--- src/rtl/kernel_load_ctrl.sv ---
// kernel_load_ctrl
//   Copies a block of kernel weights from the weight memory into the
//   kernel register file, one word at a time: request, wait for read
//   data, then write the word to the matching kernel register.
//
// Ports
//   i_clk, i_rst_n           clock (rising edge), async active-low reset
//   i_start                  start pulse, only honoured in IDLE
//   i_abort                  synchronous abort back to IDLE
//   i_base_addr              first memory address (latched at start)
//   i_num_words              words to load, clamped to KREG_DEPTH (latched)
//   o_mem_req/o_mem_addr     memory read request and address
//   i_mem_gnt                request accepted
//   i_mem_rvalid/i_mem_rdata read data return
//   o_kreg_wr_*              kernel register file write port
//   o_busy, o_done, o_state  status and FSM state for monitoring
module kernel_load_ctrl #(
    parameter int DATA_W     = 8,
    parameter int KREG_DEPTH = 64,
    parameter int KREG_AW    = 6,
    parameter int MEM_AW     = 10
) (
    input  logic                i_clk,
    input  logic                i_rst_n,
    input  logic                i_start,
    input  logic                i_abort,
    input  logic [MEM_AW-1:0]   i_base_addr,
    input  logic [KREG_AW:0]    i_num_words,
    output logic                o_mem_req,
    output logic [MEM_AW-1:0]   o_mem_addr,
    input  logic                i_mem_gnt,
    input  logic                i_mem_rvalid,
    input  logic [DATA_W-1:0]   i_mem_rdata,
    output logic                o_kreg_wr_en,
    output logic [KREG_AW-1:0]  o_kreg_wr_addr,
    output logic [DATA_W-1:0]   o_kreg_wr_data,
    output logic                o_busy,
    output logic                o_done,
    output logic [2:0]          o_state
);

    typedef enum logic [2:0] {
        S_IDLE  = 3'd0,
        S_REQ   = 3'd1,
        S_WAIT  = 3'd2,
        S_WRITE = 3'd3,
        S_DONE  = 3'd4
    } state_t;

    localparam logic [KREG_AW:0] DEPTH_W = (KREG_AW+1)'(KREG_DEPTH);

    state_t              state;
    state_t              state_next;
    logic [MEM_AW-1:0]   base;
    logic [KREG_AW:0]    count;
    logic [KREG_AW:0]    num_clamped;
    logic [KREG_AW-1:0]  idx;
    logic [DATA_W-1:0]   data;
    logic                load;
    logic                capture;
    logic                advance;
    logic                last_word;

    assign num_clamped = (i_num_words > DEPTH_W) ? DEPTH_W : i_num_words;

    // count is at least 1 whenever WRITE is reached, so count-1 cannot underflow there
    assign last_word = ({1'b0, idx} == (count - (KREG_AW+1)'(1)));

    always_ff @(posedge i_clk or negedge i_rst_n) begin
        if (!i_rst_n) begin
            state <= S_IDLE;
            base  <= '0;
            count <= '0;
            idx   <= '0;
            data  <= '0;
        end else begin
            state <= state_next;
            if (load) begin
                base  <= i_base_addr;
                count <= num_clamped;
                idx   <= '0;
            end
            if (capture) begin
                data <= i_mem_rdata;
            end
            if (advance) begin
                idx <= idx + KREG_AW'(1);
            end
        end
    end

    always_comb begin
        state_next = state;
        load       = 1'b0;
        capture    = 1'b0;
        advance    = 1'b0;

        case (state)
            S_IDLE: begin
                if (i_start) begin
                    load       = 1'b1;
                    state_next = (num_clamped == '0) ? S_DONE : S_REQ;
                end
            end
            S_REQ: begin
                if (i_mem_gnt) begin
                    state_next = S_WAIT;
                end
            end
            S_WAIT: begin
                if (i_mem_rvalid) begin
                    capture    = 1'b1;
                    state_next = S_WRITE;
                end
            end
            S_WRITE: begin
                if (last_word) begin
                    state_next = S_DONE;
                end else begin
                    advance    = 1'b1;
                    state_next = S_REQ;
                end
            end
            S_DONE: begin
                state_next = S_IDLE;
            end
            default: begin
                state_next = S_IDLE;
            end
        endcase

        // Abort overrides every other transition outside IDLE
        if (i_abort && (state != S_IDLE)) begin
            state_next = S_IDLE;
            capture    = 1'b0;
            advance    = 1'b0;
        end
    end

    always_comb begin
        o_mem_req      = (state == S_REQ);
        o_mem_addr     = o_mem_req ? (base + MEM_AW'(idx)) : '0;
        o_kreg_wr_en   = (state == S_WRITE) && !i_abort;
        o_kreg_wr_addr = o_kreg_wr_en ? idx : '0;
        o_kreg_wr_data = o_kreg_wr_en ? data : '0;
        o_busy         = (state != S_IDLE);
        o_done         = (state == S_DONE);
        o_state        = state;
    end

endmodule

--- config.mk ---
export PLATFORM = sky130hd
export DESIGN_NAME = kernel_load_ctrl
export DESIGN_NICKNAME = d
export VERILOG_FILES = /design/src/rtl/kernel_load_ctrl.sv
export SDC_FILE = /design/constraint.sdc
export NUM_CORES = 1
export LEC_CHECK = 0
export ABC_AREA = 1
export CAP_MARGIN = 25
export CORE_MARGIN = 1
export CORE_UTILIZATION = 42
export DETAILED_ROUTE_END_ITERATION = 16
export PLACE_DENSITY_LB_ADDON = 0.2
export SLEW_MARGIN = 40
export SYNTH_ARGS = -nofsm -noshare
export SYNTH_HDL_FRONTEND = slang
export SYNTH_SLANG_ARGS = --single-unit
--- constraint.sdc ---
create_clock -name i_clk -period 2.1 [get_ports i_clk]
set_input_delay 0.42 -clock i_clk [delete_from_list [all_inputs] [get_ports i_clk]]
set_output_delay 0.42 -clock i_clk [all_outputs]
set_load 0.02 [all_outputs]
# == Yosys cells after proc, flatten, opt, wreduce, memory -nomap -nowiden ==
# Index checks and enable logic that the tools add are counted.
# totals
reg_bits,34
in_bits,31
out_inout_bits,31
# op_classes
add_sub_neg,3
order_cmp,1
n_eq_ne,8
muxes,21
reduce_logical,8
# ops
cell,n
two-way mux 3 bit,6
two-way mux 6 bit,3
case mux 3 bit (4 select lines),1
adder 10 x 6 -> 10 bit,1
two-way mux 10 bit,1
two-way mux 1 bit,8
two-way mux 8 bit,1
== test 6 x 7 -> 1 bit,1
"> comparator 7 bit, second input constant",1
logical NOT 7 bit,1
two-way mux 7 bit,1
"subtractor 7 x 1 -> 7 bit, second input constant",1
"adder 6 x 1 -> 6 bit, second input constant",1
"== test 3 x 2 -> 1 bit, second input constant",2
"!= test 3 bit, second input constant",2
"== test 3 x 1 -> 1 bit, second input constant",1
"== test 3 bit, second input constant",1
logical NOT 3 bit,1
"!= test 3 x 1 -> 1 bit, second input constant",1
AND reduction 3 bit,1
nonzero test 3 bit,1
logical AND 1 bit,2
nonzero test 2 bit,1
logical NOT 1 bit,1

# == Depth between registers and ports, before layout ==
# depth
depth_word,7
mapped_depth,14
mapped_depth_nobuf,14

# == Worst setup path before layout ==
# OpenSTA, ideal clock, no wires.
# synth_path
kind,flip-flop to output port
startpoint,reg idx[0]
endpoint,out o_mem_addr[6]
t_arrival_ns,1.770
required_time_ns,1.680
setup_slack_ns,-0.090
path_stages_with_launch,10
n_path_buf,0
cell_sequence,dfrtp_1 ha_1 fa_1 nand3_1 nand2_1 a21oi_1 o21bai_1 nand2_1 nand2_1 nor2_1
# synth_via
elab_chain_cells,2
# synth_rtl
element,line_no,rtl
"start, declared",57,logic [KREG_AW-1:0] idx;
"start signal, assigned",87,idx <= idx + KREG_AW'(1);
adder 10 x 6 -> 10 bit,142,o_mem_addr = o_mem_req ? (base + MEM_AW'(idx)) : '0;
two-way mux 10 bit,142,
"end, declared",30,"output logic [MEM_AW-1:0] o_mem_addr,"
# Every way passes these cells.

# == Worst setup path after layout ==
# Ends and elaborated chain as after synthesis.

==> impl_metrics.yaml <==
run_status:
  result_of_the_run: "finished with violations"
  failed_checks: "setup timing"
routing:
  ant_nets: 0
  via_count: 2492
  detail_route.drc_violations: 0
  route.met3.wl_um: 287
  wl_met2_um: 3332
  detail_route.iter0.violations: 156
  number_of_vias_per_cell: 5.004
  post_detailed_routing_wire_length_um: 6360
  wirelength_met1_um: 2711
  detailedRoute.firstPassIterationCount: 5
  top_layer_used: "met4"
  post_drt_wl_per_cell_um: 12.77
worst_setup_path:
  worstSetupStartpointType: "register"
  crit_start: "idx[0]"
  worst-r2r-setup-slack_ns: 0.21
  worst-r2r-cell-count: 12
  path_common_cell: "sky130_fd_sc_hd__nand2_1"
  cp_cell_sequence: "ha_2 > fa_2 > nand3_2 > nand2_4 > a21oi_2 > o21bai_1 > nand2_1 > nand2_1 > nor2_2 > buf_6"
  timing.critical_path.slowest_stage_cell: "sky130_fd_sc_hd__dfrtp_1"
  r2r_start: "count[0]"
  critPathRequiredTime_ns: 1.68
  critical_path_class: "reg -> out"
  critPathArrivalTime_ns: 1.94
  worstSetupEndpointType: "output port"
  reg2reg_to: "idx[0]"
  cp_slowest_stage_delay_ns: 0.39
  worst-path-max-fanout: 3
yosys:
  synthMostInstantiatedCell: "sky130_fd_sc_hd__nand2_1"
  synth_common_cells: "sky130_fd_sc_hd__nand2_1, sky130_fd_sc_hd__nor2_1, sky130_fd_sc_hd__inv_1"
  yosys-top-cells-area: "sky130_fd_sc_hd__dfrtp_1, sky130_fd_sc_hd__nand2_1, sky130_fd_sc_hd__nor2_1"
  yosysTopAreaCellShare_pct: 37.18
  synthCells: 326
  ys_seq_area_share_pct: 37.18
  synth_warnings: 0
  async_flop_share_pct: 100.0
  synth.lib_cells_used.distinct: 33
  average_footprint_of_a_synthesized_cell_um2: 7.020
  synth_edf_count: 0
  syn_area_mm2: 0.002288
  synth_nets: 366
  synth_flop_cell: "sky130_fd_sc_hd__dfrtp_1"
  synth_seq_cells: 34
  synthDominantAreaCellType: "sky130_fd_sc_hd__dfrtp_1"
worst_hold_path:
  terminating_pin_of_the_worst_hold_path: "base[0]"
  holdCritStartpoint: "base[0]"
  worst_hold_path.num_cells: 2
  hp-class: "reg -> reg"
sta:
  layout_min_cycle_time_ns: 2.356
  hold_viol: 0
  post-route-period-util_pct: 112.2
  fin_skew_ns: 0.01102
  finalSetupViolations: 8
  slew_violations: 0
  max_slew_margin_pct: 67.81
  grt_setup_unrepaired: "yes"
  setup_ws_final_ns: -0.2557
  timing.hold.ws_ns: 0.4902
  tightest_slew_ns: 0.4818
  fmax_ghz: 0.4245
pwr:
  leakagePower_nw: 1.765
  totalPowerFinal_mw: 4.048
  peak_supply_drop_mv: 0.5875
  p_per_area_mw_per_mm2: 1163
clock_tree:
  cts.hold.buffers_added: 0
  worst_setup_hold_path_clk_slew_ns: 0.06
  cts-htree-levels: 2
  cts-buffers-inserted: 5
  cts_tree: "built"
  clock_insertion_delay_at_the_later_pin_of_the_skew_report_ns: 0.28
  cts.path.max_buffers: 2
  cts_num_sinks: 34
  root_buffer: "sky130_fd_sc_hd__clkbuf_8"
global_route:
  grtUsageTotal_pct: 23.99
  initial_antenna_violation_count: 0
  first_global_vias: 2288
  grt_max_degree: 35
  globalRouteOverflowTotal: 0
  global_route_wire_length_before_repair_um: 10320
floorplan:
  placeableCoreArea_mm2: 0.005172
  floorplan.die_area_mm2: 0.005748
  initial_util_pct: 44.24
  height_of_the_die_um: 75.82
  chipWidth_um: 75.82
  boundaryPins: 62
  num_rows: 26
layout:
  layout-area-overhead-vs-synth_pct: 52.16
  share_of_post_route_cells_with_drive_strength_above_1_pct: 31.31
  nNetsFinal: 467
  finalCoreUtilization_pct: 67.32
  num_antenna_cells: 0
run:
  drv.max_cap_violation_count: 0
place:
  io_buffers: 61
  place.detailed.hpwl_um: 4357
  gpl.final_weighted_congestion: 0.8281
-- cell families after synthesis --
kind of cell | after synthesis | share of synthesized area (%)
AOI/OAI and AO/OA | 40 | 9.842
xor gates and xnor gates | 8 | 3.062
buffers and inverters | 50 | 8.966
and+or+nand+nor | 185 | 35.70
DFF | 34 | 37.18
adders and majority gates | 9 | 5.249
-- cell type report --
type	count	area [um^2]
multi-input cells	242	1451
well taps	70	87.58
repair buffers	101	833.3
fillers	436	1690
clock buffers	7	86.33
flip-flops and latches	34	854.6
clock inverters	1	5.005
inverters	43	163.9
-- how the worst max path moves through the flow --
stage / to / slack [ns] / cells past startpoint
global placement: o_mem_addr[6] / -0.48 / 10
global route: o_mem_addr[6] / -0.39 / 10
detailed placement: o_mem_addr[6] / -0.53 / 10
floorplan: o_mem_addr[6] / -0.01 / 9
finish: o_mem_addr[6] / -0.26 / 10
CTS: o_mem_addr[6] / -0.27 / 10
-- report_power, final --
| part | switching (mW) | total (mW) | internal [mW] |
|---|---|---|---|
| sequential | 0.217 | 1.13 | 0.913 |
| clock | 0.238 | 0.503 | 0.265 |
| combinational | 1.38 | 2.42 | 1.04 |
-- cell usage in the layout, fill, tap and decap left out, types with 3 or more instances in the layout --
cell type                         Yosys  routed
sky130_fd_sc_hd__inv_1               37      35
sky130_fd_sc_hd__a21oi_1             19      15
sky130_fd_sc_hd__nor2_4               1       4
sky130_fd_sc_hd__nand2_2              1       3
sky130_fd_sc_hd__nor2_2              12      15
sky130_fd_sc_hd__a21oi_2              0       4
sky130_fd_sc_hd__nor2_1              38      32
sky130_fd_sc_hd__o22ai_1              4       4
sky130_fd_sc_hd__nor3_2               2       3
sky130_fd_sc_hd__buf_2                4      13
sky130_fd_sc_hd__nand3_1             19      15
sky130_fd_sc_hd__clkbuf_2             1       3
sky130_fd_sc_hd__nand2_4              0       3
sky130_fd_sc_hd__nand2_1             98      93
sky130_fd_sc_hd__dfrtp_2              0       3
sky130_fd_sc_hd__buf_4                1      43
sky130_fd_sc_hd__ha_4                 0       5
sky130_fd_sc_hd__dfrtp_1             34      31
sky130_fd_sc_hd__clkdlybuf4s50_1      0      33
sky130_fd_sc_hd__xor2_1               6       5
sky130_fd_sc_hd__buf_6                1       3
sky130_fd_sc_hd__o21ai_0             10       5
sky130_fd_sc_hd__inv_2                6       7
sky130_fd_sc_hd__o21ai_2              0       3
sky130_fd_sc_hd__nand3_2              1       5
sky130_fd_sc_hd__dlygate4sd2_1        0       4
sky130_fd_sc_hd__nand4_1              8       8
sky130_fd_sc_hd__clkbuf_8             0       6
-- flip-flops by register name (all words and copies together) (netlist names) --
register  flops
idx           6
data          8
o_state       3
count         7
base         10
-- per-layer routing --
metal | vias up | track usage (%)
li1 | 1241 | -
met1 | 1189 | 31.06
met2 | 60 | 41.00
met3 | 2 | 4.894
met4 | 0 | 5.967
met5 | - | 0
-- metrics by stage --
step	setup TNS [ns]	area [um^2]	cells	setup slack, ns
after CTS	-0.8717	3418	493	-0.2731
after detailed placement	-5.958	3191	482	-0.5262
after floorplan	-0.01060	2296	326	-0.01060
after global placement	-5.655	3191	482	-0.4754
final	-1.355	3482	498	-0.2557
after global routing	-2.135	3482	498	-0.3857
-- worst max-delay path, delay by kind of cell (launching register included) --
kind            cells  cell delay [ns]
fa+ha+maj           2             0.56
flops               1             0.39
simple gates        5             0.38
compound gates      2             0.20
buf+inv             1             0.12
-- timing repair --
item                       in CTS  in global routing
setup endpoints to repair      28                 32
hold endpoints to repair        0                  0
pin swaps                      12                  6
setup buffers                   3                  5
gates resized for setup       121                 35
No activity file was read; power rests on OpenSTA's default activity.
